==> config.mk <==
export PLATFORM = sky130hd
export DESIGN_NAME = mem_stage_lsu
export DESIGN_NICKNAME = d
export VERILOG_FILES = /design/src/rtl/lsu_pkg.sv /design/src/rtl/load_align_ext.sv /design/src/rtl/mem_stage_lsu.sv
export SDC_FILE = /design/constraint.sdc
export NUM_CORES = 1
export LEC_CHECK = 0
export ABC_AREA = 0
export ABC_CLOCK_PERIOD_IN_PS = 3750
export CORE_ASPECT_RATIO = 1.25
export CORE_MARGIN = 5
export CORE_UTILIZATION = 40
export CTS_CLUSTER_SIZE = 16
export DETAILED_ROUTE_END_ITERATION = 10
export GPL_TIMING_DRIVEN = 0
export PLACE_DENSITY = 0.88
export SLEW_MARGIN = 30
export SYNTH_ARGS = -nofsm -noshare
export SYNTH_HDL_FRONTEND = slang
export SYNTH_HIERARCHICAL = 1
export SYNTH_SLANG_ARGS = --single-unit
==> constraint.sdc <==
create_clock -name clk -period 3.75 [get_ports clk]
set_input_delay 0.75 -clock clk [delete_from_list [all_inputs] [get_ports clk]]
set_output_delay 0.75 -clock clk [all_outputs]
set_load 0.02 [all_outputs]
==> src/rtl/lsu_pkg.sv <==
// Shared constants for the MEM-stage load/store unit: funct3 codes, FSM encoding, lane masks.
package lsu_pkg;

    localparam logic [2:0] F3_B  = 3'b000;
    localparam logic [2:0] F3_H  = 3'b001;
    localparam logic [2:0] F3_W  = 3'b010;
    localparam logic [2:0] F3_BU = 3'b100;
    localparam logic [2:0] F3_HU = 3'b101;

    typedef enum logic [1:0] {
        S_IDLE = 2'd0,
        S_BUSY = 2'd1,
        S_DONE = 2'd2
    } lsu_state_e;

    localparam logic [3:0] BE_B    = 4'b0001;
    localparam logic [3:0] BE_H_LO = 4'b0011;
    localparam logic [3:0] BE_H_HI = 4'b1100;
    localparam logic [3:0] BE_W    = 4'b1111;

endpackage

==> src/rtl/load_align_ext.sv <==
// Selects the addressed byte/halfword of a read word and sign- or zero-extends it.
module load_align_ext
    import lsu_pkg::*;
(
    input  logic [31:0] rdata,
    input  logic [1:0]  addr,
    input  logic [2:0]  funct3,
    output logic [31:0] value
);

    logic [7:0]  byte_sel;
    logic [15:0] half_sel;

    always_comb begin
        byte_sel = rdata[{addr, 3'b000} +: 8];
        half_sel = addr[1] ? rdata[31:16] : rdata[15:0];
        case (funct3)
            F3_B:    value = {{24{byte_sel[7]}}, byte_sel};
            F3_H:    value = {{16{half_sel[15]}}, half_sel};
            F3_BU:   value = {24'h000000, byte_sel};
            F3_HU:   value = {16'h0000, half_sel};
            default: value = rdata;
        endcase
    end

endmodule

==> src/rtl/mem_stage_lsu.sv <==
// MEM-stage load/store unit: req/ack data-memory handshake, lane steering, fault detection.
// Optional ack timeout enabled by defining LSU_TIMEOUT_EN.
module mem_stage_lsu
    import lsu_pkg::*;
#(
    parameter int unsigned ADDR_W         = 32,
    parameter int unsigned TIMEOUT_CYCLES = 16
) (
    input  logic              clk,
    input  logic              rst_n,
    input  logic              memValid,
    input  logic              memRead,
    input  logic              memWrite,
    input  logic [2:0]        memFunct3,
    input  logic [31:0]       memAluRes,
    input  logic [31:0]       memStoreData,
    output logic              dmemReq,
    output logic              dmemWe,
    output logic [ADDR_W-1:0] dmemAddr,
    output logic [31:0]       dmemWdata,
    output logic [3:0]        dmemBe,
    input  logic [31:0]       dmemRdata,
    input  logic              dmemAck,
    output logic [31:0]       memMemValue,
    output logic              memStall,
    output logic              memFault
);

    lsu_state_e  state_q, state_d;
    logic        op, is_store, illegal, misaligned;
    logic [3:0]  be_d;
    logic [31:0] wdata_d;
    logic        start, fault_d, timeout_hit;
    logic [1:0]  lo_q;
    logic [2:0]  f3_q;
    logic        load_q;
    logic [31:0] ext_value;

    assign op       = memValid & (memRead | memWrite);
    // Read and write both set is treated as a load.
    assign is_store = memWrite & ~memRead;

    always_comb begin
        case (memFunct3)
            F3_B, F3_H, F3_W: illegal = 1'b0;
            F3_BU, F3_HU:     illegal = is_store;
            default:          illegal = 1'b1;
        endcase
        misaligned = 1'b0;
        if (memFunct3[1:0] == 2'b01) begin
            misaligned = memAluRes[0];
        end else if (memFunct3[1:0] == 2'b10) begin
            misaligned = |memAluRes[1:0];
        end
        case (memFunct3[1:0])
            2'b00: begin
                be_d    = BE_B << memAluRes[1:0];
                wdata_d = {4{memStoreData[7:0]}};
            end
            2'b01: begin
                be_d    = memAluRes[1] ? BE_H_HI : BE_H_LO;
                wdata_d = {2{memStoreData[15:0]}};
            end
            default: begin
                be_d    = BE_W;
                wdata_d = memStoreData;
            end
        endcase
    end

`ifdef LSU_TIMEOUT_EN
    localparam int unsigned CNT_W = $clog2(TIMEOUT_CYCLES + 1);
    logic [CNT_W-1:0] cnt_q;

    always_ff @(posedge clk or posedge rst_n) begin
        if (rst_n) begin
            cnt_q <= '0;
        end else begin
            cnt_q <= (state_q == S_BUSY) ? cnt_q + CNT_W'(1) : '0;
        end
    end

    assign timeout_hit = (cnt_q == CNT_W'(TIMEOUT_CYCLES - 1));
`else
    assign timeout_hit = 1'b0;
`endif

    always_comb begin
        state_d  = state_q;
        memStall = 1'b0;
        fault_d  = 1'b0;
        start    = 1'b0;
        case (state_q)
            S_IDLE: begin
                if (op) begin
                    if (illegal || misaligned) begin
                        fault_d = 1'b1;
                    end else begin
                        start    = 1'b1;
                        memStall = 1'b1;
                        state_d  = S_BUSY;
                    end
                end
            end
            S_BUSY: begin
                memStall = 1'b1;
                if (dmemAck) begin
                    state_d = S_DONE;
                end else if (timeout_hit) begin
                    fault_d = 1'b1;
                    state_d = S_DONE;
                end
            end
            S_DONE:  state_d = S_IDLE;
            default: state_d = S_IDLE;
        endcase
    end

    load_align_ext u_align (
        .rdata  (dmemRdata),
        .addr   (lo_q),
        .funct3 (f3_q),
        .value  (ext_value)
    );

    always_ff @(posedge clk or posedge rst_n) begin
        if (rst_n) begin
            state_q     <= S_IDLE;
            dmemReq     <= 1'b0;
            dmemWe      <= 1'b0;
            dmemAddr    <= '0;
            dmemBe      <= 4'b0000;
            dmemWdata   <= 32'h0;
            memMemValue <= 32'h0;
            memFault    <= 1'b0;
            lo_q        <= 2'b00;
            f3_q        <= 3'b000;
            load_q      <= 1'b0;
        end else begin
            state_q  <= state_d;
            memFault <= fault_d;
            if (start) begin
                dmemReq   <= 1'b1;
                dmemWe    <= is_store;
                dmemAddr  <= {memAluRes[ADDR_W-1:2], 2'b00};
                dmemBe    <= be_d;
                dmemWdata <= wdata_d;
                lo_q      <= memAluRes[1:0];
                f3_q      <= memFunct3;
                load_q    <= ~is_store;
            end
            if (state_q == S_BUSY && (dmemAck || timeout_hit)) begin
                dmemReq <= 1'b0;
                dmemWe  <= 1'b0;
            end
            if (fault_d) begin
                memMemValue <= 32'h0;
            end else if (state_q == S_BUSY && dmemAck && load_q) begin
                memMemValue <= ext_value;
            end
        end
    end

endmodule

* Yosys cells after proc, flatten, opt, wreduce, memory -nomap -nowiden
Cells that the tools add are included.
** Operators by class
- Muxes and demuxes :: 25
- Reduce and logical (&&, ||, !) cells :: 13
- Shifts and indexed selects :: 2
- Equal/unequal tests :: 13
- Bitwise logic cells :: 5
** Operators with widths (count)
- $pmux 32 s4 :: 1
- $mux 32 :: 2
- $pmux 32 s2 :: 1
- $shiftx 32x6->8 :: 1
- $mux 16 :: 1
- $eq 3x3->1 const B :: 4
- $mux 1 :: 12
- $pmux 4 s2 :: 1
- $eq 3x1->1 const B :: 2
- $logic_not 3->1 :: 2
- $mux 2 :: 3
- $ne 2x2->1 const B :: 3
- $eq 2x1->1 const B :: 2
- $logic_not 2->1 :: 2
- $mux 4 :: 1
- $pmux 1 s2 :: 2
- $pmux 2 s2 :: 1
- $reduce_bool 2->1 :: 2
- $reduce_or 2->1 :: 2
- $shl 1x2->4 const A :: 1
- $eq 3x2->1 const B :: 1
- $reduce_and 3->1 :: 1
- $reduce_or 3->1 :: 1
- $and 1x1->1 :: 2
- other kinds (5) :: 7
** Storage, ports and cells
- Word-level logic and storage cells :: 69
- Bits in registers :: 109

* Longest topological paths before layout
Gate-level depths: netlist of run 1.
- Depth in word-level cells :: 9
- Gate-level depth with buffers :: 7

* Modules after synthesis
The synthesis of run 1 kept the hierarchy.
** By module, submodules not included
- mem_stage_lsu :: area each 4729.5 um2, cells an instance 373, seq. area each 2727.6 um2, instances 1
- load_align_ext :: area each 760.7 um2, cells an instance 118, seq. area each 0.0 um2, instances 1

* Least setup slack after synthesis of run 1
OpenSTA, ideal clock, no wires.
- Path type :: input -> output
- Start :: in memFunct3[0]
- End :: out memStall
- Arrival :: 1.714 ns
- Slack :: 1.286 ns
- Cell stages on the path :: 7
- Path through :: buf_2 -> nor2_1 -> a21o_1 -> nand3b_1 -> buf_6 -> buf_6 -> nand2_1
** On the way
- Longest elaborated chain between the ends :: 7
- Elaborated cells on any way between the ends :: 16
** Ends and longest elaborated chain
- from (decl) :: RTL line mem_stage_lsu.sv:14 : input logic [2:0] memFunct3,
- $eq 3x1->1 (tied with other cells) :: RTL line mem_stage_lsu.sv:44 : case (memFunct3)
- $reduce_or 3->1 (tied with other cells) :: RTL line mem_stage_lsu.sv:44
- $pmux 1 s2 / $mux 1 (equally long branches) :: RTL line mem_stage_lsu.sv:44, mem_stage_lsu.sv:50
- $logic_or 1x1->1 * :: RTL line mem_stage_lsu.sv:96 : if (illegal || misaligned) begin
- $mux 1 * :: RTL line mem_stage_lsu.sv:96
- $mux 1 * :: RTL line mem_stage_lsu.sv:95 : if (op) begin
- $pmux 1 s2 * :: RTL line mem_stage_lsu.sv:93 : case (state_q)
- to (decl) :: RTL line mem_stage_lsu.sv:25 : output logic memStall,
Every way passes the cells marked *; elsewhere a longest branch is shown, timed or not.

* Final worst setup path of run 1
- Start :: in memAluRes[0]
- End :: out memStall
** On the way
- Longest elaborated chain between the ends :: 7
** Ends and longest elaborated chain
- from (decl) :: RTL line mem_stage_lsu.sv:15 : input logic [31:0] memAluRes,
- $reduce_or 2->1 :: RTL line mem_stage_lsu.sv:53 : misaligned = |memAluRes[1:0];
- $mux 1 :: RTL line mem_stage_lsu.sv:52 : end else if (memFunct3[1:0] == 2'b10) begin
- $mux 1 * :: RTL line mem_stage_lsu.sv:50 : if (memFunct3[1:0] == 2'b01) begin
- $logic_or 1x1->1 * :: RTL line mem_stage_lsu.sv:96
- $mux 1 * :: RTL line mem_stage_lsu.sv:96
- $mux 1 * :: RTL line mem_stage_lsu.sv:95
- $pmux 1 s2 * :: RTL line mem_stage_lsu.sv:93
Marks and branches as above.

==> results of run 1 <==
## stage by stage
stage,hold slack [ns],worst slack [ns],std cells,utilization,setup TNS [ns]
floorplan,0.476,0.126,492,-,0
global placement,0.486,-1.53,868,0.581,-165.51
detailed placement,0.491,0.213,869,0.584,0
CTS,0.508,0.204,885,0.606,0
global route,0.525,0.125,885,0.606,0
finish,0.507,0.207,885,0.606,0
## worst register-to-register path, stage by stage (launching register included)
cell	delay [ns]
dfrtp_1	0.40
nor2_1	0.12
o211ai_1	0.11
a21oi_1	0.57
clkbuf_1	0.46
a21oi_1	0.09
## state kept, by name, indices dropped and copies added, names as in the netlist
name / cells
memFault: 1
dmemAddr: 30
dmemWdata: 32
dmemWe: 1
dmemBe: 4
lo_q: 2
memMemValue: 32
state_q: 2
f3_q: 3
dmemReq: 1
load_q: 1
## path summary, 6_finish.rpt
| path | from | depth (start not counted) | end |
|---|---|---|---|
| max | memAluRes[0] | 8 | memStall |
| max reg2reg | state_q[0]$_DFFE_PP0P_ | 5 | memMemValue[13]$_DFFE_PP0P_ |
| min | dmemWdata[18]$_DFFE_PP0P_ | 1 | dmemWdata[18]$_DFFE_PP0P_ |
| max in group asynchronous | rst_n | 3 | memMemValue[8]$_DFFE_PP0P_ |
| min in group asynchronous | rst_n | 2 | dmemAddr[16]$_DFFE_PP0P_ |
| min reg2reg | dmemWdata[18]$_DFFE_PP0P_ | 1 | dmemWdata[18]$_DFFE_PP0P_ |
## metal layers
layer,track usage,wire (um),vias to the layer above
met5,0,0,-
met3,0.0544,1210,20
met2,0.342,8020,176
met4,0.0519,276,0
met1,0.230,6150,2165
li1,-,-,2133
## Yosys cell counts
master	n
a21o_1	2
nand3_1	16
nand2b_1	6
mux4_2	1
a22oi_1	1
nand2_1	97
mux2i_1	22
o21ai_0	12
o2bb2a_1	1
mux2_2	54
o211ai_1	6
o21bai_1	3
buf_1	2
buf_6	8
o22a_1	8
a2bb2oi_1	1
mux2_4	36
clkbuf_1	13
and3b_1	1
nand3_2	1
o21ai_1	1
a21oi_1	43
and2_1	2
conb_1	1
nor2b_1	9
buf_4	2
dfrtp_1	109
nand3b_1	10
inv_1	6
nor2_1	4
buf_2	13
## power groups by stage
stage | combinational [mW] | sequential, mW | clock [mW]
after floorplan | 0.844 | 2.08 | 0
after global placement | 2.16 | 1.70 | 0
after detailed placement | 2.19 | 1.71 | 0
after CTS | 2.20 | 1.70 | 0.968
after global routing | 2.33 | 1.74 | 1.01
final | 2.19 | 1.70 | 0.938
## kinds of logic after synthesis
logic type / share of synthesized area
and+or+nand+nor: 0.120
muxes: 0.253
DFF: 0.497
AOI/OAI and AO/OA: 0.0836
buffers and inverters: 0.0454
other: 0.000683
## area by class of cell
| type | instances | area share |
|---|---|---|
| Sequential cell | 109 | 0.337 |
| Multi-Input combinational cell | 339 | 0.311 |
| Timing Repair Buffer | 206 | 0.257 |
| Clock buffer | 11 | 0.0312 |
| Buffer | 38 | 0.0280 |
| Tap cell | 171 | 0.0265 |
| Clock inverter | 5 | 0.00510 |
| Inverter | 6 | 0.00371 |
==> key figures, run 1 <==
Run status
  • Status: completed

STA
  • Tcrit/Tclk final: 0.945
  • Worst-margin pin slew: 0.721 ns
  • Tmin final: 3.54 ns
  • Clock skew after layout: 0.0101 ns
  • Hold Fails Final Rpt: 0
  • Highest achievable clock rate: 0.282 GHz
  • Unrepaired setup endpoints after global routing: false
  • Worst slew margin: 0.518
  • Final Slew Violations: 0
  • Endpoints failing setup: 0

Global route
  • Number of global-route vias before repair: 4712
  • Gr usage total: 0.194
  • GRT overflow: 0
  • Largest net degree at the start of global routing: 91
  • First-pass GRT wire length: 24800 um
  • Initial antenna violation count: 0

Floorplanning
  • Die Wd: 115 um
  • Die ar.: 16200 um2
  • Die span in y: 141 um
  • Row Count: 47
  • Core region area: 13300 um2
  • Initial core utilization: 0.411
  • I/O pin total: 209

Final layout
  • Final Cell Area: 8090 um2
  • Most frequent cells in the layout: clkdlybuf4s50_1 (205), dfrtp_1 (109), nand2_1 (97)
  • Layout cell share with drive strength beyond 1: 0.186
  • Register Area: 2730 um2
  • Fin nets: 814
  • Antenna diodes: 0
  • Area of the multi-input gates: 2520 um2
  • Area Growth Syn to Fin: 47.3%
  • Fillcell total: 1100
  • Commonest non-fill, non-tap cell in the layout: clkdlybuf4s50_1

Synth
  • Syn Inst Count: 491
  • Area share of the largest cell type after synthesis: 0.497
  • Synth warn: 6
  • Post-Synthesis Cell Area: 5490 um2
  • Synth area leaders: dfrtp_1 (50%), mux2_2 (11%), mux2_4 (9.8%)
  • Yosys reg bits: 109
  • Seq/Total Area, Yosys: 0.497
  • Syn Area/Cell: 11.2 um2
  • Unique masters post-synth: 31
  • Leading area contributor after synthesis: dfrtp_1

Power
  • Sw frac: 0.346
  • Pwr Total: 4.82 mW
  • Power Dens Cells: 596 nW/um2
  • Leak: 3.59 nW
  • Internal: 3.16 mW
  • Sequential Power Share: 0.352
  • Psw: 1.67 mW
  • Clock share of power: 0.195
  • Worst VDD drop: 0.000314 V
  • Comb pwr share: 0.453

Hold path
  • Min-Delay Path Class: reg2reg

Clock network
  • CTS buffer count: 9
  • Post-CTS resize count: 0
  • Post-CTS Setup Inserts: 0
  • CTS HTree Levels: 3
  • Cts-stage hold buffer count: 0
  • Later-pin clock latency in the skew report: 0.34 ns
  • CTS tree: yes
  • CTS root buf: clkbuf_16
  • CTS clk-pin slew, worst paths: 0.07 ns
  • Clk sinks: 109
  • Max Root-Sink Buffers: 2

Drt
  • DR vias: 4494
  • Antenna viol nets, final: 0
  • Final WL: 15700 um
  • Via/cell ratio: 5.08
  • # DRC: 0
  • Routed len/inst: 17.7 um
  • 1st-iter DRT viols: 205
  • Initial DRT Pass Iterations: 4

Placed design
  • Port buffer count: 205
  • Placed wire-length estimate after detailed placement: 11900 um
  • GP Congestion: 0.864
  • Area after DPL: 7790 um2

Critical path
  • CP max FO: 10
  • Worst path arrival time: 2.79 ns
  • Critical path buffers and inverters: 4
  • Worst Setup Start Kind: primary input
  • Critical path cell sequence: clkdlybuf4s50_1 -> nor2_1 -> a21o_1 -> nand3b_1 -> buf_6 -> buf_6 -> nand2_1 -> clkdlybuf4s50_1
  • CP top delay family: buffers and inverters
  • Setup Crit Path Kind: in2out
  • CP peak stage delay: 0.57 ns
  • Reg-to-reg slack, setup: 1.87 ns
  • Crit. End Element: output port
  • Req. time, crit path: 3.00 ns
  • Crit-path slowest cell: clkdlybuf4s50_1

Flow run
  • Max-cap viol count: 0
No activity file was read; power rests on OpenSTA's default activity.
==> inputs of run 2 (changes only) <==
SKIP_CTS_REPAIR_TIMING = 1   (was default)
==> results of run 2 <==
Same layout as run 1: the final DEF is identical, and so are final timing and power.
==> inputs of run 3 (changes only) <==
MAX_ROUTING_LAYER = met4   (was default)
==> run 3 against run 2 <==
Effect of this change: clock power shrank 0.4%; via count shrank 0.85%; power is essentially flat; combinational power is essentially flat; critical path depth is the same; final area is the same; clock skew is essentially flat; worst hold slack is essentially flat; critical endpoint unchanged; sequential cell count is the same; count of clock-buffer cells in the layout is the same.
==> key figures, run 3 (synthesis results as in run 1) <==
STA
  • Worst-margin pin slew: 0.720 ns (-0.000848 ns)
  • Worst setup margin: 0.207 ns (-0.0000130 ns)
  • Sum Neg Setup Slack: 0 ns (unchanged)
  • Hold Fails Final Rpt: 0 (unchanged)
  • Endpoints failing setup: 0 (unchanged)
  • Highest achievable clock rate: 0.282 GHz (about the same)
  • Tmin final: 3.54 ns (+0.0000130 ns)
  • Clock skew after layout: 0.00976 ns (-0.000290 ns)
  • Unrepaired setup endpoints after global routing: false
  • Tcrit/Tclk final: 0.945 (about the same)
  • Worst slew margin: 0.518 (+0.000567)
  • Final Slew Violations: 0 (unchanged)

Drt
  • Final WL: 15600 um (-0.38%)
  • Antenna viol nets, final: 0 (unchanged)
  • Via/cell ratio: 5.04 (-0.85%)
  • 1st-iter DRT viols: 225 (+9.8%)
  • # DRC: 0 (unchanged)
  • Routed len/inst: 17.6 um (-0.38%)
  • Initial DRT Pass Iterations: 4 (unchanged)
  • DR vias: 4456 (-0.85%)

Clock network
  • CTS tree: yes
  • CTS buffer count: 9 (unchanged)
  • CTS root buf: clkbuf_16
  • Clk sinks: 109 (unchanged)
  • Max Root-Sink Buffers: 2 (unchanged)
  • CTS HTree Levels: 3 (unchanged)
  • CTS clk-pin slew, worst paths: 0.07 ns (about the same)
  • Later-pin clock latency in the skew report: 0.34 ns (about the same)

Global route
  • Number of global-route vias before repair: 4714 (+0.042%)
  • First-pass GRT wire length: 24800 um (-0.17%)
  • Initial antenna violation count: 0 (unchanged)
  • Largest net degree at the start of global routing: 91 (unchanged)
  • GRT overflow: 0 (unchanged)
  • Gr usage total: 0.199 (+0.00545)

Critical path
  • Req. time, crit path: 3.00 ns (about the same)
  • Worst Setup Start Kind: primary input
  • CP max FO: 10 (unchanged)
  • CP top delay family: buffers and inverters
  • Critical path cell sequence: clkdlybuf4s50_1 -> nor2_1 -> a21o_1 -> nand3b_1 -> buf_6 -> buf_6 -> nand2_1 -> clkdlybuf4s50_1
  • Crit-path slowest cell: clkdlybuf4s50_1
  • Worst path arrival time: 2.79 ns (about the same)
  • Crit. End Element: output port
  • CP peak stage delay: 0.57 ns (about the same)
  • Critical path buffers and inverters: 4 (unchanged)
  • Setup Crit Path Kind: in2out

Final layout
  • Commonest non-fill, non-tap cell in the layout: clkdlybuf4s50_1
  • Final Cell Area: 8090 um2 (unchanged)
  • Layout cell share with drive strength beyond 1: 0.186 (unchanged)
  • Area Growth Syn to Fin: 47.3% (unchanged)
  • Largest regs: dmemWdata x32, memMemValue x32, dmemAddr x30
  • Antenna diodes: 0 (unchanged)
  • Most frequent cells in the layout: clkdlybuf4s50_1 (205), dfrtp_1 (109), nand2_1 (97)
  • Fin nets: 814 (unchanged)

Floorplanning
  • Initial core utilization: 0.411 (unchanged)
  • I/O pin total: 209 (unchanged)
  • Core region area: 13300 um2 (unchanged)
  • Die span in y: 141 um (unchanged)
  • Die ar.: 16200 um2 (unchanged)
  • Die Wd: 115 um (unchanged)
  • Row Count: 47 (unchanged)

Hold path
  • Min-Delay Path Class: reg2reg

Placed design
  • Area after DPL: 7790 um2 (unchanged)
  • Placed wire-length estimate after detailed placement: 11900 um (unchanged)
  • Placement Setup Slack: 0.213 ns (unchanged)
  • GP Congestion: 0.878 (+1.6%)
  • Port buffer count: 205 (unchanged)

Power
  • Leak: 3.59 nW (unchanged)
  • Power Dens Cells: 595 nW/um2 (about the same)
  • Pwr Total: 4.82 mW (about the same)
  • Worst VDD drop: 0.000314 V (+0.16%)

Flow run
  • Max-cap viol count: 0 (unchanged)

Run status
  • Status: completed
[run 3: cell counts in the layout (fill, tap and decap cells not counted)]
No cell type changed its count.
[run 3: final timing paths]
check / start / endpoint / slack [ns] / depth (start not counted)
hold reg to reg: dmemWdata[18]$_DFFE_PP0P_ / dmemWdata[18]$_DFFE_PP0P_ / 0.51 / 1
max in group asynchronous: rst_n / memMemValue[2]$_DFFE_PP0P_ / 2.32 / 3
hold / removal: dmemWdata[18]$_DFFE_PP0P_ / dmemWdata[18]$_DFFE_PP0P_ / 0.51 / 1
setup / recovery: memAluRes[0] / memStall / 0.21 / 8
setup reg to reg: state_q[0]$_DFFE_PP0P_ / memMemValue[13]$_DFFE_PP0P_ / 1.89 / 5
min in group asynchronous: rst_n / dmemAddr[16]$_DFFE_PP0P_ / 0.73 / 2
[run 3: where the power goes]
part / switching (mW) / leakage (nW) / internal, mW / total, mW
combinational: 1.03 / 2.09 / 1.15 / 2.18
sequential: 0.192 / 1.36 / 1.51 / 1.70
clock: 0.441 / 0.139 / 0.494 / 0.934
total: 1.66 / 3.59 / 3.16 / 4.82
[run 3: metal layers]
layer  vias up  routed length, um  GRT usage
met5         -                  0          -
met4         0                249     0.0538
met3        18                983     0.0399
met2       167               8030      0.342
met1      2142               6330      0.238
li1       2129                  -          -
[run 3: final cells by class]
class                           count  area [um2]
Clock buffer                       11         253
Buffer                             38         226
Sequential cell                   109        2730
Clock inverter                      5        41.3
Inverter                            6        30.0
Fill cell                        1100        5260
Tap cell                          171         214
Timing Repair Buffer              206        2080
Multi-Input combinational cell    339        2520
[run 3: stage by stage]
stage	std cells	util	hold slack, ns
3_3_place_gp	868	0.581	0.486
2_1_floorplan	492	-	0.476
6_report	885	0.606	0.507
3_5_place_dp	869	0.584	0.491
4_1_cts	885	0.606	0.508
5_1_grt	885	0.606	0.525
